### src/rtl/t06_lcd_page_arbiter.sv
// Arbitrates the 2x16 LCD text between an alert requester, a normal requester
// and the live default page; granted messages are held for HOLD_CYCLES cycles.
`timescale 1ns/1ps
module t06_lcd_page_arbiter #(
    parameter int unsigned HOLD_CYCLES = 1000000,
    parameter int unsigned CNT_W       = 24
) (
    input  logic         clk,
    input  logic         rst,
    input  logic         req0,
    input  logic [127:0] req0_row1,
    input  logic [127:0] req0_row2,
    output logic         ack0,
    input  logic         req1,
    input  logic [127:0] req1_row1,
    input  logic [127:0] req1_row2,
    output logic         ack1,
    input  logic [127:0] def_row1,
    input  logic [127:0] def_row2,
    input  logic         clear,
    output logic [127:0] row_1,
    output logic [127:0] row_2,
    output logic [1:0]   src,
    output logic         busy
);

    typedef enum logic [1:0] {
        IDLE  = 2'd0,
        SHOW0 = 2'd1,
        SHOW1 = 2'd2
    } state_t;

    localparam logic [127:0]     BLANK     = {16{8'h20}};
    localparam logic [CNT_W-1:0] HOLD_LOAD = CNT_W'(HOLD_CYCLES - 1);

    state_t             state_q, state_d;
    logic [CNT_W-1:0]   hold_cnt_q, hold_cnt_d;
    logic [127:0]       row_1_q, row_1_d;
    logic [127:0]       row_2_q, row_2_d;
    logic               ack0_q, ack0_d;
    logic               ack1_q, ack1_d;
    logic [1:0]         src_q, src_d;
    logic               busy_q, busy_d;

    logic elig0, elig1;
    logic do_g0, do_g1, do_idle, do_dec;

    // A requester still holding req during its own ack cycle must not be re-granted.
    assign elig0 = req0 & ~ack0_q;
    assign elig1 = req1 & ~ack1_q;

    always_comb begin
        do_g0   = 1'b0;
        do_g1   = 1'b0;
        do_idle = 1'b0;
        do_dec  = 1'b0;
        case (state_q)
            IDLE: begin
                if (elig0)      do_g0   = 1'b1;
                else if (elig1) do_g1   = 1'b1;
                else            do_idle = 1'b1;
            end
            SHOW1: begin
                if (clear)                 do_idle = 1'b1;
                else if (elig0)            do_g0   = 1'b1;
                else if (hold_cnt_q == '0) begin
                    if (elig1) do_g1   = 1'b1;
                    else       do_idle = 1'b1;
                end
                else                       do_dec  = 1'b1;
            end
            SHOW0: begin
                if (clear)                 do_idle = 1'b1;
                else if (hold_cnt_q == '0) begin
                    if (elig0)      do_g0   = 1'b1;
                    else if (elig1) do_g1   = 1'b1;
                    else            do_idle = 1'b1;
                end
                else                       do_dec  = 1'b1;
            end
            default: do_idle = 1'b1;
        endcase
    end

    always_comb begin
        state_d    = state_q;
        hold_cnt_d = hold_cnt_q;
        row_1_d    = row_1_q;
        row_2_d    = row_2_q;
        ack0_d     = 1'b0;
        ack1_d     = 1'b0;
        src_d      = src_q;
        if (do_g0) begin
            state_d    = SHOW0;
            hold_cnt_d = HOLD_LOAD;
            row_1_d    = req0_row1;
            row_2_d    = req0_row2;
            ack0_d     = 1'b1;
            src_d      = 2'b01;
        end
        else if (do_g1) begin
            state_d    = SHOW1;
            hold_cnt_d = HOLD_LOAD;
            row_1_d    = req1_row1;
            row_2_d    = req1_row2;
            ack1_d     = 1'b1;
            src_d      = 2'b10;
        end
        else if (do_idle) begin
            // Leaving edge loads the default page so there is no blank frame.
            state_d    = IDLE;
            hold_cnt_d = '0;
            row_1_d    = def_row1;
            row_2_d    = def_row2;
            src_d      = 2'b00;
        end
        else if (do_dec) begin
            hold_cnt_d = hold_cnt_q - CNT_W'(1);
        end
        busy_d = (state_d != IDLE);
    end

    always_ff @(posedge clk or posedge rst) begin
        if (rst) begin
            state_q    <= IDLE;
            hold_cnt_q <= '0;
            row_1_q    <= BLANK;
            row_2_q    <= BLANK;
            ack0_q     <= 1'b0;
            ack1_q     <= 1'b0;
            src_q      <= 2'b00;
            busy_q     <= 1'b0;
        end
        else begin
            state_q    <= state_d;
            hold_cnt_q <= hold_cnt_d;
            row_1_q    <= row_1_d;
            row_2_q    <= row_2_d;
            ack0_q     <= ack0_d;
            ack1_q     <= ack1_d;
            src_q      <= src_d;
            busy_q     <= busy_d;
        end
    end

    assign row_1 = row_1_q;
    assign row_2 = row_2_q;
    assign ack0  = ack0_q;
    assign ack1  = ack1_q;
    assign src   = src_q;
    assign busy  = busy_q;

endmodule

### config.mk
export PLATFORM = sky130hd
export DESIGN_NAME = t06_lcd_page_arbiter
export DESIGN_NICKNAME = d
export VERILOG_FILES = /design/src/rtl/t06_lcd_page_arbiter.sv
export SDC_FILE = /design/constraint.sdc
export NUM_CORES = 1
export LEC_CHECK = 0
export ABC_AREA = 1
export CAP_MARGIN = 10
export CORE_AREA = 2 2 406 408
export DETAILED_ROUTE_END_ITERATION = 8
export DIE_AREA = 0 0 408 410
export HOLD_SLACK_MARGIN = 0.1
export SKIP_LAST_GASP = 1
export SLEW_MARGIN = 20
export SYNTH_ARGS = -nofsm -noshare
export SYNTH_HDL_FRONTEND = slang
export SYNTH_SLANG_ARGS = --single-unit
### constraint.sdc
create_clock -name clk -period 10.93 [get_ports clk]
set_input_delay 2.186 -clock clk [delete_from_list [all_inputs] [get_ports clk]]
set_output_delay 2.186 -clock clk [all_outputs]
set_load 0.05 [all_outputs]
==> results of run 1 <==
## per-stage QoR
step / instances / worst slack (ns) / cell area [um^2]
floorplan: 3023 / 0.8763 / 18270
global placement: 6063 / 4.358 / 30680
detailed placement: 6063 / 4.254 / 30680
CTS: 6141 / 4.928 / 32070
global route: 6176 / 4.572 / 32160
finish: 6216 / 4.979 / 32260
## worst max path at each step
stage | start | end | slack (ns) | cells after the start
after floorplan | rst | ack0$_DFF_PP0_ | 0.88 | 1
after global placement | clear | row_1[85]$_DFFE_PP1P_ | 4.36 | 13
after detailed placement | clear | row_1[18]$_DFFE_PP0P_ | 4.25 | 13
after CTS | clear | row_1[18]$_DFFE_PP0P_ | 4.93 | 13
after global routing | clear | row_2[52]$_DFFE_PP0P_ | 4.57 | 13
final | clear | row_2[41]$_DFFE_PP0P_ | 4.98 | 13
## cell type report
class                           count  area (um^2)
Clock buffer                       60         1220
Clock inverter                     18        172.7
Antenna cell                       75        187.7
Inverter                           38        157.7
Multi-Input combinational cell   2499        10030
Sequential cell                   287         7222
Fill cell                       18471       131200
Timing Repair Buffer             1050        10530
Tap cell                         2189         2739
## state kept, by name (all words and copies together) (netlist names)
name,flops
row_1,128
ack0,1
src,2
hold_cnt_q,24
state_q,2
row_2,128
busy,1
ack1,1
## cells in the mapped netlist
master                     count
sky130_fd_sc_hd__a21oi_1       3
sky130_fd_sc_hd__a21oi_2       1
sky130_fd_sc_hd__and3_1        1
sky130_fd_sc_hd__buf_1        11
sky130_fd_sc_hd__buf_2       119
sky130_fd_sc_hd__buf_4         7
sky130_fd_sc_hd__buf_6         1
sky130_fd_sc_hd__clkbuf_1     61
sky130_fd_sc_hd__clkinv_1      1
sky130_fd_sc_hd__dfrtp_1     255
sky130_fd_sc_hd__dfstp_2      32
sky130_fd_sc_hd__ha_1          5
sky130_fd_sc_hd__inv_1        34
sky130_fd_sc_hd__inv_2         3
sky130_fd_sc_hd__nand2_1    2126
sky130_fd_sc_hd__nand2_2       5
sky130_fd_sc_hd__nand2_4       3
sky130_fd_sc_hd__nand3_1     272
sky130_fd_sc_hd__nand3_2       1
sky130_fd_sc_hd__nand4_1       4
sky130_fd_sc_hd__nor2_1       37
sky130_fd_sc_hd__nor2_2        7
sky130_fd_sc_hd__nor3_1        5
sky130_fd_sc_hd__nor3_2        1
sky130_fd_sc_hd__o211ai_1      3
sky130_fd_sc_hd__o21ai_0       4
sky130_fd_sc_hd__o21ai_1       1
sky130_fd_sc_hd__o21bai_1      2
sky130_fd_sc_hd__xnor2_1       4
sky130_fd_sc_hd__xor2_1       14
## worst max-delay path: stages
cell                              delay (ns)
sky130_fd_sc_hd__clkdlybuf4s50_1        0.42
sky130_fd_sc_hd__inv_1                  0.08
sky130_fd_sc_hd__nand2_1                0.06
sky130_fd_sc_hd__o21ai_1                0.10
sky130_fd_sc_hd__nand4_1                0.26
sky130_fd_sc_hd__nand2_8                0.56
sky130_fd_sc_hd__nand2_8                0.60
sky130_fd_sc_hd__nand2_4                0.31
sky130_fd_sc_hd__inv_2                  0.17
sky130_fd_sc_hd__nand2_8                0.51
sky130_fd_sc_hd__buf_12                 0.61
sky130_fd_sc_hd__nand2_1                0.13
sky130_fd_sc_hd__nand2_1                0.10
## cell families after synthesis
family | after synthesis | share of synthesized area [%]
compound gates | 14 | 0.4726
xor+xnor | 18 | 0.8631
fa+ha+maj | 5 | 0.3425
buf+inv | 237 | 5.870
flops | 287 | 39.54
simple gates | 2462 | 52.91
## where the power goes
part           internal, uW  switching, uW
combinational          1970           5280
sequential             1660            319
clock                   830            631
## metal layers
layer / vias to the layer above / share of wire, %
met1: 11610 / 36
met5: - / 0.62
met2: 1316 / 47
met3: 494 / 12
met4: 162 / 4.7
li1: 11114 / -
==> summary.txt, run 1 <==
Status
  • Result of the run: finished clean

Logic synthesis
  • Sequential fraction of the synthesis area: 39.54%
  • Syn Area/Cell: 6.042 um^2
  • Synthesis Warnings: 0
  • Net count after synthesis: 3801
  • Post-synth cell types: 30
  • Proportion of netlist area held by the largest area contributor: ~44%
  • Post-Synthesis Cell Area: 18270 um^2
  • Number of flip-flops and latches in the synthesized netlist: 287
  • Most area-consuming cells after synthesis: sky130_fd_sc_hd__nand2_1 44%, sky130_fd_sc_hd__dfrtp_1 35%, sky130_fd_sc_hd__nand3_1 7.5%
  • Cell count after synthesis: roughly 3000
  • Largest area contributor in the netlist: sky130_fd_sc_hd__nand2_1

STA
  • Fin crit period: 5.951 ns
  • Least-Margin Pin Slew: 1.107 ns
  • Final worst path period share: 54.45%
  • Maximum clock frequency: 0.1680 GHz
  • Hold slack: 0.4675 ns
  • Worst slew margin relative to its limit: 26.23%
  • Final setup violation count: 0
  • Number of slew-limit violations in the final report: 0
  • Final hold viol count: 0
  • Final worst clock skew: 0.03535 ns
  • Final-layout setup total negative slack: 0 ns
  • RSZ-0062 raised after global routing: no

Clock network
  • Hold buffer count at cts: 0
  • Worst-Skew Late Latency: 0.62 ns
  • Bufs on Longest Clock Path: 3
  • Buffer count from post-CTS setup fixing: 0
  • Cts bufs inserted: 43
  • Clock-pin slew on the worst setup and hold paths: 0.06 ns
  • CTS H-Tree Depth: 2
  • Gates resized, CTS repair: 0
  • TritonCTS clock tree: built
  • Number of clock sinks: 287
  • Clock Root Buffer: sky130_fd_sc_hd__clkbuf_16

Cells and area
  • Utilization after layout: 19.73%
  • Leading cell type in the layout, fill and taps excluded: sky130_fd_sc_hd__nand2_1
  • Leading cell types in the layout, fill and taps excluded: 2126 x sky130_fd_sc_hd__nand2_1, 1033 x sky130_fd_sc_hd__clkdlybuf4s50_1, 272 x sky130_fd_sc_hd__nand3_1, 255 x sky130_fd_sc_hd__dfrtp_1, 43 x sky130_fd_sc_hd__clkbuf_16
  • Proportion of layout cells with a drive suffix above 1: between 3 and 4%
  • Syn-to-layout area delta: 76.61%
  • Nets: 4697

Route
  • Routed via count divided by cell count: 3.973
  • Routed wire per std cell: 26.23 um
  • Sum of routed wire length over all layers: around 160000 um
  • Total number of vias: 24696
  • Antenna-violating nets left: 0
  • Number of design rule violations left after detail routing: 0
  • Drt first pass iters: 6
  • Initial detailed-routing violation count: 2101

Global routing
  • Busiest grt layer: met2
  • Met3 track demand over resource in global routing: 9.716%
  • Global-route wire length before repair: 215400 um
  • Grt ovf: 0
  • Number of antenna violations at the first check in global routing: 231
  • Global Route Usage Sum: 18.71%
  • GR met2 Demand/Resource: 30.13%
  • Pin count of the biggest net entering global routing: approximately 170
  • Met1 capacity usage during global routing: 20.12%
  • Vias in the first global route: between 20000 and 25000

Worst setup path
  • CP Launch Type: input port
  • WP data arrival: around 6.5 ns
  • Logic depth of the worst register-to-register path: 13
  • Start-to-end type of the worst setup path: in -> reg
  • Critical path endpoint category: flip-flop
  • Startpoint of the most critical register-to-register path: hold_cnt_q[0]$_DFFE_PP0P_
  • Critical path data required time: 11.45 ns
  • RR Endpoint: row_2[41]$_DFFE_PP0P_
  • Largest fanout of any net on the critical path: 155
  • Worst setup slack for register-to-register paths: 6.18 ns

Floorplan
  • Total I/O pin count: 1034
  • Std-Cell Core Area: 163500 um^2
  • Cell Rows: 149
  • Starting Density: between 10% and 20%
  • Horizontal extent of the die: between 400 and 500 um
  • Full die area: 167300 um^2
  • Die height: ~410 um

Pwr
  • Leak pwr: around 0.015 uW
  • Largest voltage drop on the vdd net: 0.3232 mV
  • Design Power: between 10000 and 15000 uW
  • Total power divided by cell area: 331.4 nW/um^2

Placement
  • Number of port buffers: roughly 1000
  • Total half-perimeter wirelength after legalization and detailed placement: 130200 um
  • Placer Congestion: about 1

Worst hold path
  • HP Start: row_2[69]$_DFFE_PP1P_
  • Endpoint with the worst hold slack: row_2[69]$_DFFE_PP1P_
  • Count of cells along the worst hold path: 2
  • Worst min path class: reg -> reg

Flow run
  • Number of maximum-capacitance violations: 0
(Power assumes the default switching activity.)
==> run 2: changes to the inputs <==
- CORE_AREA: 2 2 406 408 -> 2 2 398 400
- DIE_AREA: 0 0 408 410 -> 0 0 400 402
- clock period: 10.93 -> 5.2 ns (I/O delays scaled with it)
==> run 2 against run 1 <==
Combinational power grew 120%; core utilization grew 0.95 points; hold slack lost 0.0016 ns; register-to-register slack lost 4.6 ns; via count shrank 2.1%; final cell count shrank 2.3%; clock power grew 120%; sequential power grew 110%; cell area grew 0.73%; first-iteration DRC count grew 8.9%; clock-buffer cell count shrank 2; global-route usage shrank 0.17 points; critical endpoint unchanged; critical path type unchanged.
==> summary.txt, run 2 (same netlist as run 1, synthesis figures left out) <==
Status
  • Result of the run: finished clean

Clock network
  • Bufs on Longest Clock Path: 3
  • Cts bufs inserted: 42
  • Gates resized, CTS repair: 0
  • TritonCTS clock tree: built
  • Worst-Skew Late Latency: 0.61 ns
  • CTS H-Tree Depth: 2
  • Clock Root Buffer: sky130_fd_sc_hd__clkbuf_16
  • Buffer count from post-CTS setup fixing: 0
  • Clock-pin slew on the worst setup and hold paths: 0.06 ns
  • Hold buffer count at cts: 0
  • Number of clock sinks: 287

STA
  • Number of slew-limit violations in the final report: 0
  • Worst slew margin relative to its limit: 40.72%
  • Fin crit period: roughly 3.7 ns
  • Final setup violation count: 0
  • Least-Margin Pin Slew: approximately 0.9 ns
  • Hold slack: 0.4659 ns
  • Setup slack after layout: 1.533 ns
  • RSZ-0062 raised after global routing: no
  • Maximum clock frequency: 0.2727 GHz
  • Final worst clock skew: 0.04894 ns
  • Final-layout setup total negative slack: 0 ns
  • Final worst path period share: 70.52%
  • Final hold viol count: 0

Worst setup path
  • Slowest library cell on the worst path: sky130_fd_sc_hd__buf_4
  • Logic depth of the worst register-to-register path: 13
  • Crit-path leading delay family: simple AND/OR/NAND/NOR gates
  • Critical path endpoint category: flip-flop
  • Worst path max stage delay: around 0.49 ns
  • RR Endpoint: row_2[41]$_DFFE_PP0P_
  • CP Launch Type: input port
  • Sequence of cells on the critical path: clkdlybuf4s50_1, inv_1, nand2_1, o21ai_1, nand4_1, nand2_8, nand2_8, nand2_4, inv_2, nand2_8, buf_4, nand2_1, nand2_1
  • Worst setup slack for register-to-register paths: 1.60 ns
  • Startpoint of the most critical register-to-register path: hold_cnt_q[0]$_DFFE_PP0P_
  • Largest fanout of any net on the critical path: 68
  • Crit path buf inv count: 4
  • Start-to-end type of the worst setup path: in -> reg
  • WP data arrival: 4.16 ns
  • Critical path data required time: 5.70 ns

Placement
  • Worst slack at placement: 0.8898 ns
  • Placer Congestion: 0.9805
  • Total half-perimeter wirelength after legalization and detailed placement: approximately 130000 um
  • Number of port buffers: 1033
  • Placed standard-cell area: 30920 um^2
  • Post-placement cell count: 5975

Global routing
  • Global-route wire length before repair: about 200000 um
  • Pin count of the biggest net entering global routing: around 140
  • Vias in the first global route: about 23000
  • Grt ovf: 0
  • Global Route Usage Sum: 18.54%
  • Number of antenna violations at the first check in global routing: 96

Floorplan
  • Die height: ~400 um
  • Starting Density: 11.63%
  • Cell Rows: roughly 150
  • Full die area: 160800 um^2
  • Horizontal extent of the die: 400 um
  • Std-Cell Core Area: 157100 um^2
  • Total I/O pin count: 1034

Cells and area
  • Syn-to-layout area delta: 77.90%
  • Number of fill cells: 17861
  • Nets: 4725
  • Final instance area: approximately 32000 um^2
  • Leading cell type in the layout, fill and taps excluded: sky130_fd_sc_hd__nand2_1
  • Multi-input gate area: 10030 um^2
  • Non-filler instance count after layout: 6074
  • Leading cell types in the layout, fill and taps excluded: 2126 x sky130_fd_sc_hd__nand2_1, 1033 x sky130_fd_sc_hd__clkdlybuf4s50_1, 272 x sky130_fd_sc_hd__nand3_1, 255 x sky130_fd_sc_hd__dfrtp_1, 43 x sky130_fd_sc_hd__clkbuf_16
  • Proportion of layout cells with a drive suffix above 1: 4.295%
  • Area occupied by registers: roughly 7200 um^2

Route
  • Antenna-violating nets left: 0
  • Drt first pass iters: 5
  • Sum of routed wire length over all layers: 156500 um
  • Initial detailed-routing violation count: 2287
  • Number of design rule violations left after detail routing: 0
  • Total number of vias: 24179
  • Routed via count divided by cell count: 3.981
  • Routed wire per std cell: between 20 and 30 um

Worst hold path
  • Worst min path class: reg -> reg
  • HP Start: row_2[29]$_DFFE_PP1P_
  • Endpoint with the worst hold slack: row_2[29]$_DFFE_PP1P_
  • Count of cells along the worst hold path: 2

Pwr
  • Leak pwr: 0.01576 uW
  • Total power divided by cell area: 717.3 nW/um^2
  • Largest voltage drop on the vdd net: 0.4618 mV

Flow run
  • Number of maximum-capacitance violations: 0
-- run 2: layer usage --
metal	GRT usage, %	vias to the layer above	share of wire (%)
li1	-	11100	-
met1	23.05	11556	40
met2	31.06	1215	47
met3	4.920	254	8.9
met4	5.605	54	3.2
met5	0	-	0.22
-- run 2: layout make-up --
class	count	share of cell area (%)
sequential	287	22.22
multi-input combinational	2499	30.86
clock inverter	20	0.9587
tap	2072	7.978
inverter	38	0.4736
antenna	21	0.1617
clock buffer	58	3.731
timing repair buffer	1079	33.61
-- run 2: power breakdown --
group          internal, uW  switching [uW]  leakage (uW)
Clock                  1980            1250      0.000748
Sequential             3500             731       0.00349
Combinational          4370           11500        0.0115
-- run 2: worst register-to-register path, delay by kind of cell (launching register included) --
kind	cells	cell delay (ns)
and+or+nand+nor	9	2.14
buffers and inverters	3	0.75
DFF	1	0.44
adders and majority gates	1	0.20
-- run 2: worst max path at each step --
stage,cells past startpoint,startpoint,end
finish,13,clear,row_2[41]$_DFFE_PP0P_
detailed placement,13,clear,row_1[100]$_DFFE_PP0P_
floorplan,1,rst,ack0$_DFF_PP0_
global placement,13,clear,row_1[113]$_DFFE_PP0P_
global route,13,clear,row_2[32]$_DFFE_PP0P_
CTS,13,clear,row_2[41]$_DFFE_PP0P_
-- run 2: metrics by stage --
stage | power (uW) | util [%]
after floorplan | 13600 | -
after global placement | 20230 | 19.68
after detailed placement | 20300 | 19.68
after CTS | 23700 | 20.65
after global routing | 24790 | 20.67
final | 23310 | 20.68
==> run 3: changes to the inputs <==
- clock period: 5.2 -> 3.3 ns (I/O delays scaled with it)
==> run 3 against run 2 <==
Register-to-register slack got worse by 1.1 ns; via count rose by 0.18%; highest routed layer unchanged; largest power group unchanged; first-iteration DRC count rose by 0.52%.
==> summary.txt, run 3 (same netlist as run 1, synthesis figures left out) <==
Route
  • Routed via count divided by cell count: 3.944
  • Routed wire per std cell: between 20 and 30 um
  • Drt first pass iters: 8
  • Number of design rule violations left after detail routing: 0
  • Initial detailed-routing violation count: 2299
  • Total number of vias: 24222
  • Antenna-violating nets left: 0
  • Sum of routed wire length over all layers: around 160000 um

Global routing
  • Grt ovf: 0
  • Pin count of the biggest net entering global routing: 73
  • Vias in the first global route: 23134
  • Number of antenna violations at the first check in global routing: between 100 and 150
  • Global Route Usage Sum: 18.45%
  • Global-route wire length before repair: 202300 um

Placement
  • Number of port buffers: 1033
  • Post-placement cell count: 6034
  • Placed standard-cell area: approximately 32000 um^2
  • Placer Congestion: 0.9967
  • Total half-perimeter wirelength after legalization and detailed placement: around 130000 um

STA
  • Final-layout setup total negative slack: 0 ns
  • Hold slack: 0.3881 ns
  • Final setup violation count: 0
  • Maximum clock frequency: 0.3511 GHz
  • Worst slew margin relative to its limit: 46.66%
  • Final worst clock skew: 0.04038 ns
  • Final worst path period share: between 80% and 90%
  • RSZ-0062 raised after global routing: no
  • Fin crit period: 2.848 ns
  • Final hold viol count: 0
  • Number of slew-limit violations in the final report: 0
  • Least-Margin Pin Slew: 0.7977 ns

Clock network
  • Hold buffer count at cts: 0
  • Bufs on Longest Clock Path: 3
  • Buffer count from post-CTS setup fixing: 0
  • TritonCTS clock tree: built
  • CTS H-Tree Depth: 2
  • Cts bufs inserted: 41
  • Number of clock sinks: 287
  • Clock-pin slew on the worst setup and hold paths: approximately 0.060 ns
  • Gates resized, CTS repair: 0
  • Worst-Skew Late Latency: approximately 0.60 ns
  • Clock Root Buffer: sky130_fd_sc_hd__clkbuf_16

Cells and area
  • Leading cell type in the layout, fill and taps excluded: sky130_fd_sc_hd__nand2_1
  • Syn-to-layout area delta: 81.51%
  • Utilization after layout: 21.10%
  • Nets: 4783
  • Final instance area: 33150 um^2
  • Area occupied by registers: 7222 um^2
  • Non-filler instance count after layout: between 6000 and 7000
  • Leading cell types in the layout, fill and taps excluded: 2126 x sky130_fd_sc_hd__nand2_1, 1028 x sky130_fd_sc_hd__clkdlybuf4s50_1, 272 x sky130_fd_sc_hd__nand3_1, 255 x sky130_fd_sc_hd__dfrtp_1, 66 x sky130_fd_sc_hd__buf_4
  • Multi-input gate area: 10030 um^2
  • Number of fill cells: approximately 18000
  • Proportion of layout cells with a drive suffix above 1: 5.722%

Worst setup path
  • Slowest library cell on the worst path: sky130_fd_sc_hd__dfrtp_1
  • WP data arrival: 3.38 ns
  • Crit-path leading delay family: simple AND/OR/NAND/NOR gates
  • Critical Path Most Common Cell: sky130_fd_sc_hd__nand2_1
  • Start-to-end type of the worst setup path: reg -> reg
  • Critical path data required time: 3.84 ns
  • Crit path buf inv count: 2
  • Sequence of cells on the critical path: inv_1, ha_1, nand2_2, nor2_2, nand4_1, nand2_8, buf_12, nand3_1, nand2_1, nand2_1, nand2_1, nand2_1, nand2_1
  • Critical path endpoint category: flip-flop
  • CP Launch Type: flip-flop
  • Worst setup slack for register-to-register paths: between 0.4 and 0.5 ns
  • Largest fanout of any net on the critical path: 71
  • Worst path max stage delay: 0.45 ns

Pwr
  • Total power divided by cell area: 1130 nW/um^2
  • Leak pwr: 0.01611 uW
  • Largest voltage drop on the vdd net: 0.7637 mV

Floorplan
  • Total I/O pin count: around 1000
  • Std-Cell Core Area: 157100 um^2
  • Cell Rows: ~150
  • Starting Density: 11.63%
  • Horizontal extent of the die: 400 um
  • Full die area: 160800 um^2
  • Die height: around 400 um

Flow run
  • Number of maximum-capacitance violations: 0

Status
  • Result of the run: finished clean

Worst hold path
  • Worst min path class: in -> async
## run 3: cell count changes in the layout (fill, tap and decap cells not counted), moves of 2 or more
cell,before,now
sky130_fd_sc_hd__buf_12,19,44
sky130_fd_sc_hd__buf_4,27,66
sky130_fd_sc_hd__clkbuf_16,43,41
sky130_fd_sc_hd__clkbuf_8,8,4
sky130_fd_sc_hd__clkdlybuf4s50_1,1033,1028
sky130_fd_sc_hd__clkinv_2,7,5
sky130_fd_sc_hd__clkinv_8,2,0
sky130_fd_sc_hd__clkinvlp_4,2,4
sky130_fd_sc_hd__diode_2,21,32
sky130_fd_sc_hd__inv_6,0,3
## run 3: power breakdown
group	internal, uW	leakage [uW]	switching, uW
logic	7880	0.0119	17900
registers	5520	0.00349	1350
clock network	2870	0.000685	2000
## run 3: layer usage
layer,vias to the layer above,wire [um],GRT usage (%)
met2,1161,75510,31.82
met5,-,492,0
met4,72,4182,4.232
met3,281,14110,5.879
li1,11222,-,-
met1,11486,61650,22.11
## run 3: worst register-to-register path: cells and delay by family (launching register included)
kind,cells,cell delay [ns]
and+or+nand+nor,10,1.79
buffers and inverters,2,0.36
adders and majority gates,1,0.21
DFF,1,0.45
## run 3: per-stage QoR
stage,total power (uW),worst slack (ns)
2_1_floorplan,21430,-1.139
3_3_place_gp,32780,0.01445
3_5_place_dp,32850,0.03804
4_1_cts,37990,0.4123
5_1_grt,39780,0.3096
6_report,37470,0.4521
## run 3: final timing paths
check                                     startpoint                     to  cells past startpoint
setup reg to reg           hold_cnt_q[0]$_DFFE_PP0P_   row_1[9]$_DFFE_PP0P_                     13
setup / recovery           hold_cnt_q[0]$_DFFE_PP0P_   row_1[9]$_DFFE_PP0P_                     13
hold / removal                                   rst  row_1[74]$_DFFE_PP0P_                      2
hold reg to reg                row_2[53]$_DFFE_PP1P_  row_2[53]$_DFFE_PP1P_                      2
max in group asynchronous                        rst  row_2[93]$_DFFE_PP1P_                      4
min in group clk               row_2[53]$_DFFE_PP1P_  row_2[53]$_DFFE_PP1P_                      2
## run 3: final cells by class
cell class                      count  area share [%]
Antenna cell                       32          0.2415
Clock buffer                       53           3.351
Clock inverter                     22          0.9057
Inverter                           38          0.4642
Multi-Input combinational cell   2499           30.25
Sequential cell                   287           21.78
Tap cell                         2072           7.819
Timing Repair Buffer             1138           35.19
